File: src/rtl/bus_arbiter_pkg.sv
// rtl/bus_arbiter_pkg.sv - shared bus widths, defaults and index helper for the bus arbiter
package bus_arbiter_pkg;

    localparam int BUS_DATA_W    = 24;
    localparam int BUS_N_MASTER  = 4;
    localparam int BUS_ID_W      = 2;
    localparam int BUS_BURST_LEN = 4;

    // Modulo-n increment of a master index (n need not be a power of two)
    function automatic int unsigned wrap_inc(input int unsigned idx, input int unsigned n);
        return (idx + 1 >= n) ? 0 : idx + 1;
    endfunction

endpackage

File: src/rtl/bus_arbiter_rr_pick.sv
// rtl/bus_arbiter_rr_pick.sv - combinational rotate-priority encoder (rr_pick)
module rr_pick #(
    parameter int N_MASTER = 4,
    parameter int ID_W     = 2
) (
    input  logic [N_MASTER-1:0] req,
    input  logic [ID_W-1:0]     ptr,
    output logic [N_MASTER-1:0] gnt_onehot,
    output logic [ID_W-1:0]     gnt_idx
);

    // First requester at or above ptr, wrapping from N_MASTER-1 back to 0
    always_comb begin
        int unsigned idx;
        logic        found;
        gnt_onehot = '0;
        gnt_idx    = '0;
        found      = 1'b0;
        idx        = 0;
        for (int k = 0; k < N_MASTER; k++) begin
            idx = (32'(ptr) + 32'(k)) % 32'(N_MASTER);
            if (!found && req[idx]) begin
                found           = 1'b1;
                gnt_onehot[idx] = 1'b1;
                gnt_idx         = ID_W'(idx);
            end
        end
    end

endmodule

File: src/rtl/bus_arbiter.sv
// rtl/bus_arbiter.sv - round-robin N-to-1 arbiter with registered output slice; burst hold under BUS_ARB_BURST_EN
module bus_arbiter
    import bus_arbiter_pkg::*;
#(
    parameter int N_MASTER  = BUS_N_MASTER,
    parameter int DATA_W    = BUS_DATA_W,
    parameter int ID_W      = BUS_ID_W,
    parameter int BURST_LEN = BUS_BURST_LEN
) (
    input  logic                       clk,
    input  logic                       RST,
    input  logic [N_MASTER-1:0]        m_valid,
    input  logic [N_MASTER*DATA_W-1:0] m_data,
    output logic [N_MASTER-1:0]        m_ready,
    output logic                       s_valid,
    output logic [DATA_W-1:0]          s_data,
    output logic [ID_W-1:0]            s_id,
    input  logic                       s_ready,
    output logic                       arb_busy
);

    logic                s_valid_q, s_valid_d;
    logic [DATA_W-1:0]   s_data_q, s_data_d;
    logic [ID_W-1:0]     s_id_q, s_id_d;
    logic [ID_W-1:0]     ptr_q, ptr_d;
    logic [N_MASTER-1:0] gnt_onehot;
    logic [ID_W-1:0]     gnt_idx;
    logic [ID_W-1:0]     gnt_next;
    logic                load;
    logic                xfer;

    rr_pick #(
        .N_MASTER (N_MASTER),
        .ID_W     (ID_W)
    ) u_pick (
        .req        (m_valid),
        .ptr        (ptr_q),
        .gnt_onehot (gnt_onehot),
        .gnt_idx    (gnt_idx)
    );

    // Slot can take a beat when empty or when its current beat leaves this cycle
    always_comb begin
        load     = ~s_valid_q | s_ready;
        m_ready  = (load && !RST) ? gnt_onehot : '0;
        xfer     = |m_ready;
        gnt_next = ID_W'(wrap_inc(32'(gnt_idx), 32'(N_MASTER)));
        arb_busy = s_valid_q | (|m_valid);
    end

    // Output slice: load winner, drain when consumed, otherwise hold
    always_comb begin
        s_valid_d = s_valid_q;
        s_data_d  = s_data_q;
        s_id_d    = s_id_q;
        if (xfer) begin
            s_valid_d = 1'b1;
            s_data_d  = m_data[32'(gnt_idx)*DATA_W +: DATA_W];
            s_id_d    = gnt_idx;
        end else if (s_valid_q && s_ready) begin
            s_valid_d = 1'b0;
        end
    end

`ifdef BUS_ARB_BURST_EN
    logic [2:0] cnt_q, cnt_d;
    logic [3:0] cnt_next;

    // Winner keeps the pointer for up to BURST_LEN beats; a non-zero count means ptr_q is the owner
    always_comb begin
        ptr_d    = ptr_q;
        cnt_d    = cnt_q;
        cnt_next = 4'd1;
        if (xfer) begin
            if (cnt_q != 3'd0 && gnt_idx == ptr_q) begin
                cnt_next = {1'b0, cnt_q} + 4'd1;
            end
            if (cnt_next == 4'(BURST_LEN)) begin
                cnt_d = 3'd0;
                ptr_d = gnt_next;
            end else begin
                cnt_d = cnt_next[2:0];
                ptr_d = gnt_idx;
            end
        end else if (cnt_q != 3'd0 && !m_valid[ptr_q]) begin
            cnt_d = 3'd0;
            ptr_d = ID_W'(wrap_inc(32'(ptr_q), 32'(N_MASTER)));
        end
    end

    // Burst counter register
    always_ff @(posedge clk or posedge RST) begin
        if (RST) begin
            cnt_q <= 3'd0;
        end else begin
            cnt_q <= cnt_d;
        end
    end
`else
    // Pure round-robin: pointer moves past every winner
    always_comb begin
        ptr_d = xfer ? gnt_next : ptr_q;
    end
`endif

    // Slice and pointer registers
    always_ff @(posedge clk or posedge RST) begin
        if (RST) begin
            s_valid_q <= 1'b0;
            s_data_q  <= '0;
            s_id_q    <= '0;
            ptr_q     <= '0;
        end else begin
            s_valid_q <= s_valid_d;
            s_data_q  <= s_data_d;
            s_id_q    <= s_id_d;
            ptr_q     <= ptr_d;
        end
    end

    assign s_valid = s_valid_q;
    assign s_data  = s_data_q;
    assign s_id    = s_id_q;

endmodule

File: config.mk
export PLATFORM = sky130hd
export DESIGN_NAME = bus_arbiter
export DESIGN_NICKNAME = d
export VERILOG_FILES = /design/src/rtl/bus_arbiter_pkg.sv /design/src/rtl/bus_arbiter_rr_pick.sv /design/src/rtl/bus_arbiter.sv
export SDC_FILE = /design/constraint.sdc
export NUM_CORES = 1
export LEC_CHECK = 0
export ABC_AREA = 1
export CAP_MARGIN = 0
export CORE_MARGIN = 1
export CORE_UTILIZATION = 30
export DETAILED_ROUTE_END_ITERATION = 10
export HOLD_SLACK_MARGIN = 0.12
export PLACE_DENSITY = 0.64
export SETUP_SLACK_MARGIN = 0.05
export SLEW_MARGIN = 20
export SYNTH_ARGS = -nofsm -noshare
export SYNTH_HDL_FRONTEND = slang
export SYNTH_SLANG_ARGS = --single-unit
File: constraint.sdc
create_clock -name clk -period 2.75 [get_ports clk]
set_input_delay 0.4125 -clock clk [delete_from_list [all_inputs] [get_ports clk]]
set_output_delay 0.4125 -clock clk [all_outputs]
set_load 0.05 [all_outputs]
==> results of run 1 <==
## routing by layer
metal,vias to the layer above,track usage,part of all wire,routed length (µm)
li1,1770,-,-,-
met1,1538,0.2163,0.42,3766
met2,143,0.3488,0.49,4445
met3,15,0.04427,0.076,687
met4,0,0.04751,0.017,151
met5,-,0,0,0
## cell usage after synthesis
| cell | instances |
|---|---|
| nand3_2 | 2 |
| nand4_2 | 1 |
| a21oi_1 | 3 |
| dfrtp_1 | 29 |
| o21ai_1 | 2 |
| nor3_1 | 1 |
| ha_1 | 8 |
| nor2_4 | 1 |
| buf_2 | 12 |
| nor2_2 | 3 |
| buf_1 | 1 |
| a21boi_0 | 3 |
| nor2_1 | 4 |
| nand2_2 | 1 |
| nand4_1 | 4 |
| buf_6 | 5 |
| nand2_1 | 193 |
| clkbuf_1 | 3 |
| inv_2 | 2 |
| o21ai_0 | 1 |
| inv_1 | 110 |
| nand3_1 | 108 |
| buf_4 | 4 |
| nand2_4 | 1 |
| a21boi_1 | 1 |
## flip-flops by register name (all words and copies together) (netlist names)
signal	cells
s_data	24
ptr_q	2
s_id	2
s_valid	1
## repair_timing
item / 4_1_cts / 5_1_grt
resized for setup: 0 / 5
hold endpoints to repair: 0 / 0
endpoints found under the setup margin: 0 / 29
buffers inserted: 0 / 0
## cells by family (layout without fill, tap and decap cells)
family	Yosys count	after routing	synth area share
DFF	29	29	0.2539
buffers and inverters	137	266	0.2036
AOI/OAI and AO/OA	10	10	0.02101
and+or+nand+nor	319	320	0.4864
adders and majority gates	8	8	0.03503
## where the power goes
group	internal [mW]	switching (mW)	leakage [nW]	total, mW
Combinational	1.88	3.49	2.11	5.37
Clock	0.295	0.168	0.0585	0.464
Sequential	0.671	0.120	0.360	0.791
Total	2.85	3.78	2.53	6.63
## layout make-up
class                   count  share of cell area
clock buffers               7             0.01915
clock inverters             1            0.006659
inverters                 112             0.09323
multi-input cells         338              0.3524
flip-flops and latches     29              0.1609
well taps                 129             0.03579
repair buffers            146              0.3319
## worst paths after layout
check	from	depth (start not counted)	endpoint	slack, ns
max in group asynchronous	RST	3	s_data[13]	1.90
hold reg to reg	s_data[13]	2	s_data[13]	0.48
setup reg to reg	ptr_q[0]	15	s_data[4]	0.38
hold / removal	s_data[13]	2	s_data[13]	0.48
setup / recovery	m_valid[2]	12	m_ready[1]	0.23
min in group asynchronous	RST	3	s_valid	0.55
## cells in the final DEF, fill, tap and decap left out, types with 2 or more instances in the layout
cell               n
nand2_1          191
clkdlybuf4s50_1  130
inv_1            109
nand3_1          108
dfrtp_1           29
buf_4             10
ha_1               7
clkbuf_8           6
buf_12             6
nor2_4             4
nand4_1            4
nor2_1             4
inv_2              3
nand2_2            3
a21boi_0           3
a21oi_1            3
nand3_2            2
o21ai_1            2
## worst register-to-register path: stages, from the launching register on
cell and delay, ns:
dfrtp_1 0.38, inv_2 0.17, ha_4 0.24, inv_1 0.09, nand2_1 0.07, nand2_1 0.18
nor2_4 0.09, nand2_1 0.10, nor2_1 0.08, nor2_4 0.30, inv_2 0.09, buf_4 0.21
nand3_1 0.11, nand2_1 0.05, nand2_1 0.06, nand2_1 0.06
==> results.ini, run 1 <==
[global_routing]
track_usage=0.1882
grt_overflow=0
grt_antenna_before_repair=0
grt_max_degree=49
grt_pass1_vias=3413
grt_pass1_wl_mm=15.21

[timing]
slew_viol_final=0
hold_violations=0
worst_clock_skew_ns=0.004160
hold_ws_ns=0.4819
rsz0062_at_grt=no
relSlewSlack=0.6318
fmax_mhz=396.3
setup-tns-final_ns=0
period_minus_slack_ns=2.523
fin_ws_ns=0.2267
period_share=0.9176
setup_viol=0
worst_slew_pin_slew_ns=0.5506

[power_and_ir_drop]
power_mw=6.629
ir_worst_vdd_mv=0.7642
p_leak_nw=2.532
powerDensity_mw_per_mm2=1470

[setup_path]
crit_path_start_kind=input pin
worst-path-buf-inv=5
cp.required_ns=2.34
path_class=in2out
max_stage_delay_ns=0.51
cpMaxStageDelayCell=clkdlybuf4s50_1
end_kind=primary output
worstPathCellList=clkdlybuf4s50_1, inv_1, nand2_1, nand2_1, nand2_1, nand2_1, inv_1, nand3_1, nand3_1, nand2_1, inv_1, buf_12
crit_arrival_ns=2.11
worst_path_most_repeated_cell=nand2_1
critPathTopFamily=buffers and inverters
worstPathMaxFanout=7

[synth]
synthCells=503
ys_ff_latch=29
syn_area_mm2=0.002858
yosys_warnings=0
yosys.area.top_type_share=0.2539
syn-mean-instance-area_um2=5.681
yosysSeqAreaShare=0.2539
syn_nets=614
synth_cell_types=25
synth_top_area_cell=dfrtp_1
yosys-top-cells-area=dfrtp_1, nand2_1, nand3_1

[floorplanning]
dieArea_mm2=0.009920
die_h_um=99.60
coreArea_mm2=0.009240
initial_core_util=0.3093
rows=35
dieWidth_um=99.60
io_pins=135

[drt]
routedWlPerCell_um=11.88
drt.antenna.violating_nets=0
routed_wl_mm=9.051
drt_first_pass_iters=5
drtIter0Drc=129
routed_via_density=4.549
post-route-drc-count=0
via_count=3466

[placed_design]
dp_slack_ns=0.04705
dp_cells=753
detailed_place_hpwl_mm=6.548
placed_cell_area_mm2=0.004359
io_buffers=134
place_congestion=0.8994

[clock_network]
cts-root-buf=clkbuf_8
postCtsHoldBufs=0
path_clk_slew_ns=0.07
clockBufferDepth=2
cts_sinks=29
cts_tree=yes
clkLatencyLatePin_ns=0.28
numCtsBuffers=5
htreeDepth=2

[finish]
drive_above_1_share=0.06161
antennaDiodeCount=0
n_fill_cell=962
areaGrowthSynthToFinish_pct=57.79
finalNonFillerCells=762
fin_nets=743
postLayoutCellArea_mm2=0.004509
multi_input_area_mm2=0.001589
fin_util=0.4880
seqCellArea_um2=725.7

[run]
cap_violations=0

[outcome]
outcome=complete, no violations

[hold_path]
hp-class=reg2reg

(Power assumes the default switching activity.)
==> inputs of run 2 (changes only) <==
==> constraint.sdc (replaced) <==
create_clock -name clk -period 2.75 [get_ports clk]
set_input_delay 0.4125 -clock clk [delete_from_list [all_inputs] [get_ports clk]]
set_output_delay 0.4125 -clock clk [all_outputs]
set_load 0.005 [all_outputs]
==> run 2 against run 1 <==
Sequential power shrank 0.5%. Critical path depth grew 4. Global-route usage shrank 0.49 points. Highest routed layer unchanged. Sequential cell count unchanged. First-iteration DRC count is 22% lower. Fmax increased by 5.3%. Critical path type is now in2reg. Clock skew increased by 0.0033 ns. Largest power group unchanged. Sequential share of layout area fell by 0.28 points.
==> results.ini, run 2 (synthesis results as in run 1) <==
[outcome]
outcome=complete, no violations

[setup_path]
cp.required_ns=2.91
crit_arrival_ns=2.55
path_class=in2reg
r2r_cells=16
worst_r2r_endpoint=s_data[2]
rrSetupSlack_ns=0.38
cpMaxStageDelayCell=clkdlybuf4s50_1
worstPathMaxFanout=15
worst_path_most_repeated_cell=nand2_1
end_kind=flip-flop
max_stage_delay_ns=0.47
rr_startpoint=ptr_q[0]
crit_path_start_kind=input pin
worstPathCellList=clkdlybuf4s50_1, inv_1, nand2_1, nand3_2, nand2_4, nor2_4, buf_4, nand2_1, nor2_1, nor2_4, inv_2, buf_4, nand3_1, nand2_1, nand2_1, nand2_1

[finish]
drive_above_1_share=0.08087
postLayoutCellArea_mm2=0.004588
final_cell_mix=nand2_1, clkdlybuf4s50_1, inv_1
areaGrowthSynthToFinish_pct=60.55
fin_nets=753
largest_register_ffs=24
antennaDiodeCount=0
final_common_cell=nand2_1

[clock_network]
cts-root-buf=clkbuf_8
cts_sinks=29
numCtsBuffers=5
cts_tree=yes
clockBufferDepth=2
htreeDepth=2
path_clk_slew_ns=0.06
clkLatencyLatePin_ns=0.27
postCtsHoldBufs=0

[timing]
period_minus_slack_ns=2.397
hold_ws_ns=0.4760
period_share=0.8717
worst_slew_pin_slew_ns=0.7809
slew_viol_final=0
worst_clock_skew_ns=0.007442
fmax_mhz=417.2
relSlewSlack=0.4789
hold_violations=0
rsz0062_at_grt=no
setup_viol=0

[drt]
drt.antenna.violating_nets=0
via_count=3453
post-route-drc-count=0
drt_first_pass_iters=4
routed_wl_mm=8.753
drtIter0Drc=100
routed_via_density=4.473
routedWlPerCell_um=11.34

[power_and_ir_drop]
ir_worst_vdd_mv=0.6869
power_mw=5.955
powerDensity_mw_per_mm2=1298
p_leak_nw=2.644

[floorplanning]
coreArea_mm2=0.009240
dieWidth_um=99.60
initial_core_util=0.3093
dieArea_mm2=0.009920
rows=35
io_pins=135
die_h_um=99.60

[hold_path]
hold_depth=2
hp-class=reg2reg
hp-start=s_data[4]
hold-path-endpoint=s_data[4]

[global_routing]
grt_overflow=0
grt_pass1_wl_mm=14.67
track_usage=0.1832
grt_max_degree=30
grt_pass1_vias=3283
grt_antenna_before_repair=0

[placed_design]
detailed_place_hpwl_mm=6.610
io_buffers=134
place_congestion=0.8532
placed_cell_area_mm2=0.004404

[run]
cap_violations=0

[run 2: cell count changes in the layout (fill, tap and decap cells not counted), sizes merged]
cell / before / now
clkbuf: 7 / 8
buf: 16 / 22
dlymetal6s2s: 0 / 5
clkdlybuf4s50: 130 / 129
bufinv: 1 / 0
[run 2: repair_timing]
item,in CTS,in global routing
setup buffers,0,2
gates cloned,1,0
pin swaps,1,12
resized for setup,2,23
setup endpoints to repair,4,6
[run 2: how the worst max path moves through the flow]
stage               startpoint  slack (ns)         end
floorplan             ptr_q[0]        0.42    ptr_q[1]
global placement    m_valid[3]        0.05  m_ready[0]
detailed placement  m_valid[2]     -0.0004  m_ready[0]
CTS                 m_valid[2]        0.07  m_ready[1]
global route          ptr_q[0]        0.12   s_data[2]
finish              m_valid[1]        0.35   s_data[2]
[run 2: metal layers]
layer | part of all wire | global-route usage
met5 | 0 | 0
met4 | 0.016 | 0.05317
met3 | 0.079 | 0.04427
met2 | 0.48 | 0.3285
met1 | 0.42 | 0.2164
[run 2: critical path: cells and delay by family]
family                 cells  cell delay [ns]
and+or+nand+nor           11             1.18
buffers and inverters      5             0.96
[run 2: where the power goes]
part	switching, mW	total, mW	leakage [nW]	internal, mW
registers	0.115	0.787	0.360	0.671
logic	2.81	4.84	2.24	2.03
clock network	0.152	0.331	0.0395	0.179
[run 2: metrics by stage]
step           std cells  setup TNS (ns)  utilization  setup WS [ns]
2_1_floorplan        503               0            -         0.4233
3_3_place_gp         761               0       0.4766        0.05072
3_5_place_dp         761      -0.0004028       0.4766     -0.0004028
4_1_cts              770               0       0.4879        0.07160
5_1_grt              772               0       0.4965         0.1184
6_report             772               0       0.4965         0.3529
[run 2: cell type report]
class / instances / area, µm²
repair buffers: 156 / 1577
fillers: 967 / 4652
flip-flops and latches: 29 / 725.7
inverters: 112 / 420.4
clock buffers: 8 / 80.08
well taps: 129 / 161.4
multi-input cells: 338 / 1624
